## config.mk

```make
export PLATFORM = sky130hd
export DESIGN_NAME = risc_fetch_ctrl
export DESIGN_NICKNAME = d
export VERILOG_FILES = /design/src/rtl/risc_fetch_ctrl.sv
export SDC_FILE = /design/constraint.sdc
export NUM_CORES = 1
export LEC_CHECK = 0
export BUFFER_PORTS_ARGS = -buffer_cell sky130_fd_sc_hd__buf_2
export CORE_MARGIN = 2
export CORE_UTILIZATION = 51
export DETAILED_ROUTE_END_ITERATION = 8
export GPL_TIMING_DRIVEN = 0
export PLACE_DENSITY = 0.76
export SETUP_SLACK_MARGIN = 0.02
export SYNTH_ARGS = -nofsm -noshare
export SYNTH_HDL_FRONTEND = slang
export SYNTH_SLANG_ARGS = --single-unit
```

## constraint.sdc

```tcl
create_clock -name clk -period 2.1 [get_ports clk]
set_input_delay 0.105 -clock clk [delete_from_list [all_inputs] [get_ports clk]]
set_output_delay 0.105 -clock clk [all_outputs]
set_load 0.1 [all_outputs]
```

## src/rtl/risc_fetch_ctrl.sv

```systemverilog
// risc_fetch_ctrl: fetch sequencer for the 13-bit RISC core.
// It owns the fetch PC and requests instruction words from instruction memory
// over a req/ack handshake. It presents each word to decode as ir/pc with a valid flag,
// and it handles stall, branch redirect and halt.
// Ports:
//   clk, rst_n            clock, asynchronous active-low reset
//   mem_req/mem_addr      fetch request and address (address = fetch PC)
//   mem_ack/mem_rdata     memory response, sampled while mem_req=1
//   stall                 decode cannot accept the current instruction
//   br_taken/br_target    one-cycle redirect from execute
//   halt                  level request to stop fetching
//   ir/pc/ir_valid        instruction, its address and live flag to decode
//   halted                high while in the HALTED state
module risc_fetch_ctrl #(
  parameter int unsigned    IW  = 13,
  parameter int unsigned    AW  = 5,
  parameter logic [IW-1:0]  NOP = '0
) (
  input  logic          clk,
  input  logic          rst_n,
  output logic          mem_req,
  output logic [AW-1:0] mem_addr,
  input  logic          mem_ack,
  input  logic [IW-1:0] mem_rdata,
  input  logic          stall,
  input  logic          br_taken,
  input  logic [AW-1:0] br_target,
  input  logic          halt,
  output logic [IW-1:0] ir,
  output logic [AW-1:0] pc,
  output logic          ir_valid,
  output logic          halted
);

  typedef enum logic [1:0] {
    S_IDLE   = 2'd0,
    S_FETCH  = 2'd1,
    S_ISSUE  = 2'd2,
    S_HALTED = 2'd3
  } state_t;

  state_t          state_q, state_d;
  logic [AW-1:0]   fpc_q, fpc_d;
  logic [AW-1:0]   redir_tgt_q, redir_tgt_d;
  logic            redir_pend_q, redir_pend_d;
  logic [IW-1:0]   ir_q, ir_d;
  logic [AW-1:0]   pc_q, pc_d;
  logic            ir_valid_q, ir_valid_d;
  logic            mem_req_q, mem_req_d;
  logic            halted_q, halted_d;

  // State and output registers
  always_ff @(posedge clk or negedge rst_n) begin
    if (!rst_n) begin
      state_q      <= S_IDLE;
      fpc_q        <= '0;
      redir_tgt_q  <= '0;
      redir_pend_q <= 1'b0;
      ir_q         <= NOP;
      pc_q         <= '0;
      ir_valid_q   <= 1'b0;
      mem_req_q    <= 1'b0;
      halted_q     <= 1'b0;
    end else begin
      state_q      <= state_d;
      fpc_q        <= fpc_d;
      redir_tgt_q  <= redir_tgt_d;
      redir_pend_q <= redir_pend_d;
      ir_q         <= ir_d;
      pc_q         <= pc_d;
      ir_valid_q   <= ir_valid_d;
      mem_req_q    <= mem_req_d;
      halted_q     <= halted_d;
    end
  end

  // Next-state and next-output logic
  always_comb begin
    state_d      = state_q;
    fpc_d        = fpc_q;
    redir_tgt_d  = redir_tgt_q;
    redir_pend_d = redir_pend_q;
    ir_d         = ir_q;
    pc_d         = pc_q;
    ir_valid_d   = ir_valid_q;
    mem_req_d    = mem_req_q;
    halted_d     = halted_q;

    case (state_q)
      S_IDLE: begin
        if (halt) begin
          state_d  = S_HALTED;
          halted_d = 1'b1;
        end else begin
          state_d   = S_FETCH;
          mem_req_d = 1'b1;
        end
      end

      S_FETCH: begin
        if (!mem_req_q) begin
          // Bubble after a discarded response: re-request at the redirected PC
          mem_req_d = 1'b1;
          if (br_taken) fpc_d = br_target;
        end else if (mem_ack) begin
          mem_req_d = 1'b0;
          if (redir_pend_q || br_taken) begin
            // Response belongs to the abandoned path; drop it
            fpc_d        = br_taken ? br_target : redir_tgt_q;
            redir_pend_d = 1'b0;
          end else begin
            ir_d       = mem_rdata;
            pc_d       = fpc_q;
            ir_valid_d = 1'b1;
            fpc_d      = fpc_q + AW'(1);
            state_d    = S_ISSUE;
          end
        end else if (br_taken) begin
          // Handshake must complete at the old address; remember where to go
          redir_tgt_d  = br_target;
          redir_pend_d = 1'b1;
        end
      end

      S_ISSUE: begin
        if (br_taken) begin
          ir_d       = NOP;
          ir_valid_d = 1'b0;
          fpc_d      = br_target;
          state_d    = S_FETCH;
          mem_req_d  = 1'b1;
        end else if (!stall) begin
          ir_d       = NOP;
          ir_valid_d = 1'b0;
          if (halt) begin
            state_d  = S_HALTED;
            halted_d = 1'b1;
          end else begin
            state_d   = S_FETCH;
            mem_req_d = 1'b1;
          end
        end
      end

      S_HALTED: begin
        if (br_taken) fpc_d = br_target;
        if (!halt) begin
          state_d   = S_FETCH;
          halted_d  = 1'b0;
          mem_req_d = 1'b1;
        end
      end

      default: state_d = S_IDLE;
    endcase
  end

  assign mem_req  = mem_req_q;
  assign mem_addr = fpc_q;
  assign ir       = ir_q;
  assign pc       = pc_q;
  assign ir_valid = ir_valid_q;
  assign halted   = halted_q;

endmodule
```

Word level (Yosys, flattened, before mapping)
Cells that the tools add are included.

word-level totals
  flip-flop bits (word level) = 34
  input port bits = 24
  bits in read-only memories = 0
  output and inout port bits = 26
  latch bits = 0
  bits in writable memories = 0
  logic and storage cells = 79
  memories = 0

cells by class
  eq/ne operators = 12
  multipliers = 0
  order comparisons = 0
  reductions and logical operators = 15
  shift operators = 0
  add/subtract/negate cells = 1
  muxes and demuxes = 40
  bitwise gates (word level) = 2
  div/mod/pow operators = 0

operator list
  operator                                                                  number
  13-bit 2-to-1 mux                                                         5
  13-bit one-hot mux with 2 select lines                                    1
  5-bit 2-to-1 mux                                                          5
  1-bit 2-to-1 mux                                                          17
  2-bit 2-to-1 mux                                                          7
  2-bit inequality test (second input constant)                             6
  4-bit AND reduction                                                       3
  5-bit one-hot mux with 2 select lines                                     1
  5-bit AND reduction                                                       2
  2-bit one-hot mux with 4 select lines                                     1
  3-bit inequality test (second input constant)                             2
  1-bit one-hot mux with 3 select lines                                     2
  2-bit nonzero test                                                        3
  5-bit by 1-bit adder with 5-bit output (second input constant)            1
  2-bit equality test (second input constant)                               2
  2-bit OR reduction                                                        2
  3-bit AND reduction                                                       1
  3-bit nonzero test                                                        1
  2-bit by 1-bit equality test with 1-bit output (second input constant)    1
  2-bit logical NOT                                                         1
  2-bit by 1-bit inequality test with 1-bit output (second input constant)  1
  1-bit NOT                                                                 2
  1-bit one-hot mux with 2 select lines                                     1
  2-bit AND reduction                                                       1
  1-bit logical OR                                                          1

Depth between registers and ports, before layout
  depth in word-level cells = 5
  depth in mapped cells = 8
  gate-level depth less buffers = 6

Least setup slack after synthesis
No wires, ideal clock.

  kind = register to register
  start = register mem_req_q (netlist: mem_req)
  end = register fpc_q[2] (netlist: mem_addr[2])
  arrival = 1955 ps
  required time = 1974 ps
  path slack = 19 ps
  library setup time = 126 ps
  clock period less this slack = 2081 ps
  buffers on the path = 1
  cell stages (with the launch flop) = 6
  path through = dfrtp_1 -> or3b_1 -> buf_6 -> nand3b_1 -> o41ai_2 -> a221o_1

on the way
  cells in the longest elaborated chain, start to end = 2
  elaborated cells between the ends (all ways) = 4
  those cells by class = eq/ne: 1; mux: 2; reduce/logical: 1

ends and longest elaborated chain
  item                                                                          RTL line  RTL
  from (decl)                                                                   49        logic mem_req_q, mem_req_d;
  from (signal assigned)                                                        72        mem_req_q <= mem_req_d;
  5-bit 2-to-1 mux or 3-bit inequality test (tied branches)                     -
  5-bit one-hot mux with 2 select lines or 2-bit AND reduction (tied branches)  -
  to (signal assigned)                                                          66        fpc_q <= fpc_d;
  to (decl)                                                                     43        logic [AW-1:0] fpc_q, fpc_d;

Several ways; a longest one is shown, not always the timed one.
A chain may end at the register's enable or synchronous reset.

Worst setup path after layout
  start = register state_q[1]
  end = register fpc_q[4] (netlist: mem_addr[4])

on the way
  cells in the longest elaborated chain, start to end = 4
  elaborated cells between the ends (all ways) = 8
  those cells by class = eq/ne: 4; mux: 1; reduce/logical: 3

ends and longest elaborated chain
  item                           RTL line  RTL
  from (decl)                    42        state_t state_q, state_d;
  from (signal assigned)         65        state_q <= state_d;
  2-bit equality test            89        case (state_q)
  2-bit OR reduction (no line)   -
  2-bit nonzero test (no line)   -
  2-bit AND reduction (no line)  -

Several ways; a longest one is shown, not always the timed one.

==> summary.md <==
| Metric | Value |
|---|---|
| Status | complete, no violations |
| DRT iter0 DRCs | 109 |
| Post-route ant nets | 0 |
| Clock Path Buffers | 2 |
| Critical Path, Cell by Cell | inv_1 -> ha_1 -> and3b_4 -> or2_0 -> buf_2 -> a222oi_1 -> o21ai_1 |
| Fin nets | between 200 and 300 |
| WS Path Type | register to register |
| Fin Setup TNS | 0 ns |
| Die Area | 3982 µm² |
| Endpoints failing hold | 0 |
| Largest net degree at the start of global routing | 35 |
| GR Util All Layers | 20.86% |
| Layout cells sized above 1 | 34.60% |
| Vias | approximately 1500 |
| Final-layout fill cell count | between 300 and 400 |
| Root buffer selected by CTS | clkbuf_4 |
| Max Transition Viols Final | 0 |
| Worst-Margin Slew | 0.7427 ns |
| Total grt overflow | 0 |
| Initial Util | 53.39% |
| Max-Cap Viols | 0 |
| Cell Count, Final, Fillers Out | ~280 |
| Layout overhead on the synthesized area | 25.42% |
| Relative slew slack | 50.48% |
| Crit path largest cell delay | 0.41 ns |
| Clk slew on worst S/H paths | 0.10 ns |
| Cells after DPL | 269 |
| DP HPWL | 2695 µm |
| Min Tclk post-route | 1.909 ns |
| Register area share after synthesis | 47.75% |
| Critical path launch point type | register |
| Warnings, synthesis | 0 |
| H-tree levels | 2 |
| WL/cell | 13.57 µm |
| RSZ-0062 raised after global routing | no |
| Period utilization | 90.89% |
| Die Ht | 63.11 µm |
| Worst Skew | ~0.0074 ns |
| Type of the worst min-delay path | input pin to register |
| Core Box Area | 3337 µm² |
| Max Clock Freq | 0.5239 GHz |
| Setup violators final | 0 |
| First-pass GRT wire length | 6458 µm |
| Required time of the critical path | between 2 and 2.5 ns |
| FF+latch count, synth | 34 |
| Vias per std cell | 5.346 |
| Synth cell types | 40 |
| Clock Latency Late Sink | around 0.34 ns |
| Gpl congestion | 0.8374 |
| CP Capture Type | register |
| CP arrival | 2.13 ns |
| Port Buf Inserts | 48 |
| CTS tree | built |
| Syn avg cell area | 10.18 µm² |
| Initial antenna violation count | 0 |
| Vias in the first global route | 1424 |
| Row cnt | 21 |
| Mapped Area | 1782 µm² |
| Cells after Synth | 175 |
| # clock sinks | 34 |
| Synth Net Count | a little over 200 |
| Slowest CP cell | dfrtp_1 |
| Die width | 63.11 µm |
| Drc violations | 0 |
| 1st-pass router iterations | 4 |
| I/O pins | 50 |
| Crit-path max FO | 6 |
| Total CTS buffers | 5 |
| Total wire length | 3841 µm |
| N_diodes | 0 |
stage by stage:
step                      utilization (%)  hold slack (ns)  worst slack, ns  area (µm²)
final                               66.97         0.007547           0.1914        2235
after global routing                66.97         0.004789          0.08336        2235
after CTS                           65.28        0.0001774           0.1084        2178
after detailed placement            62.35           0.2077           0.1689        2081
after global placement              62.35           0.2077           0.1633        2081
after floorplan                         -          -0.1906           0.1411        1783
flip-flops by register name, summed over array words and instances, names as in the netlist:
name	count
ir_valid	1
ir	13
state_q	2
redir_pend_q	1
mem_addr	5
redir_tgt_q	5
mem_req	1
halted	1
pc	5
final timing paths:
check	startpoint	to	slack, ns	cells past startpoint
worst min register to register	ir[11]$_DFFE_PN0P_	ir[11]$_DFFE_PN0P_	0.49	2
worst max-delay path	state_q[1]$_DFFE_PN0P_	mem_addr[4]$_DFFE_PN0P_	0.19	7
worst min-delay path	mem_rdata[6]	ir[6]$_DFFE_PN0P_	0.008	3
min in group asynchronous	rst_n	ir[4]$_DFFE_PN0P_	0.35	2
max in group asynchronous	rst_n	mem_req$_DFFE_PN0P_	1.22	2
worst max register to register	state_q[1]$_DFFE_PN0P_	mem_addr[4]$_DFFE_PN0P_	0.19	7
kinds of logic after synthesis:
| group | Yosys count | synth area share [%] |
|---|---|---|
| compound gates | 44 | 16.50 |
| xor+xnor | 2 | 0.9833 |
| fa+ha+maj | 6 | 4.213 |
| buf+inv | 17 | 4.424 |
| flops | 34 | 47.75 |
| mux | 14 | 8.638 |
| simple gates | 58 | 17.49 |
cell usage after synthesis, drive strengths merged:
cell	count	area, µm²
or2	1	6.260
mux2	11	123.9
inv	7	26.28
xor2	1	8.760
nand3b	1	7.510
o211ai	1	7.510
ha	6	75.07
clkbuf	3	11.26
nor2b	3	18.77
a31oi	4	25.02
nor3	1	5.000
nand4	2	12.51
nand3	1	5.000
and4b	1	10.01
o31ai	1	7.510
a21bo	1	10.01
a222oi	1	10.01
and3b	1	12.51
a221o	1	10.01
buf	7	41.29
o41ai	1	16.27
or3b	1	8.760
nand2	20	75.07
and4bb	1	12.51
mux2i	3	30.03
o22ai	1	6.260
a32oi	1	8.760
xnor2	1	8.760
nand2b	16	100.1
o221ai	1	15.01
nor3b	1	7.510
nor2	8	30.03
dfrtp	34	850.8
a22oi	6	45.04
o21ai	21	105.1
o2bb2ai	1	8.760
a22o	1	8.760
a21oi	2	10.01
routing by layer:
layer,part of all wire [%],global-route usage [%],vias up
li1,-,-,741
met2,46,32.85,40
met3,4.9,6.071,6
met4,1.4,6.667,0
met1,48,27.75,726
met5,0,0,-
cell usage in the layout (no fill, tap or decap), types with 2 or more instances in the layout:
cell,Yosys,final
buf_2,6,53
dfrtp_1,34,33
nand2_1,20,20
o21ai_0,18,18
nand2b_1,16,16
mux2_2,11,11
nor2_1,8,8
inv_1,7,7
clkbuf_4,0,6
a22oi_1,6,6
ha_1,6,6
dlygate4sd3_1,0,5
a31oi_1,4,4
clkbuf_1,3,3
nor2b_1,3,3
mux2i_1,3,3
o21ai_1,3,3
a21oi_1,2,2
nand4_1,2,2
clkinv_2,0,2
what timing repair did:
item,in CTS,in global routing
gates resized for setup,0,3
setup endpoints to repair,0,15
buffers inserted,0,1
hold buffers,2,3
hold endpoints to repair,35,3
worst max-delay path, delay by kind of cell, from the launching register on:
family,cells,cell delay [ns]
DFF,1,0.41
AOI/OAI and AO/OA,2,0.43
buffers and inverters,2,0.25
adders and majority gates,1,0.26
and+or+nand+nor,2,0.42
final cells by class:
cell class,count,area [µm²],area share (%)
plain buffers,10,55.05,2.464
clock buffers,5,37.54,1.680
clock inverters,3,40.04,1.792
inverters,7,26.28,1.176
multi-input cells,124,868.3,38.86
flip-flops and latches,34,852.1,38.13
well taps,46,57.56,2.576
repair buffers,54,297.8,13.33
Power is left out: the tool's default activity adds up to more than one toggle a clock period on the data nets, which glitch-free logic cannot reach.
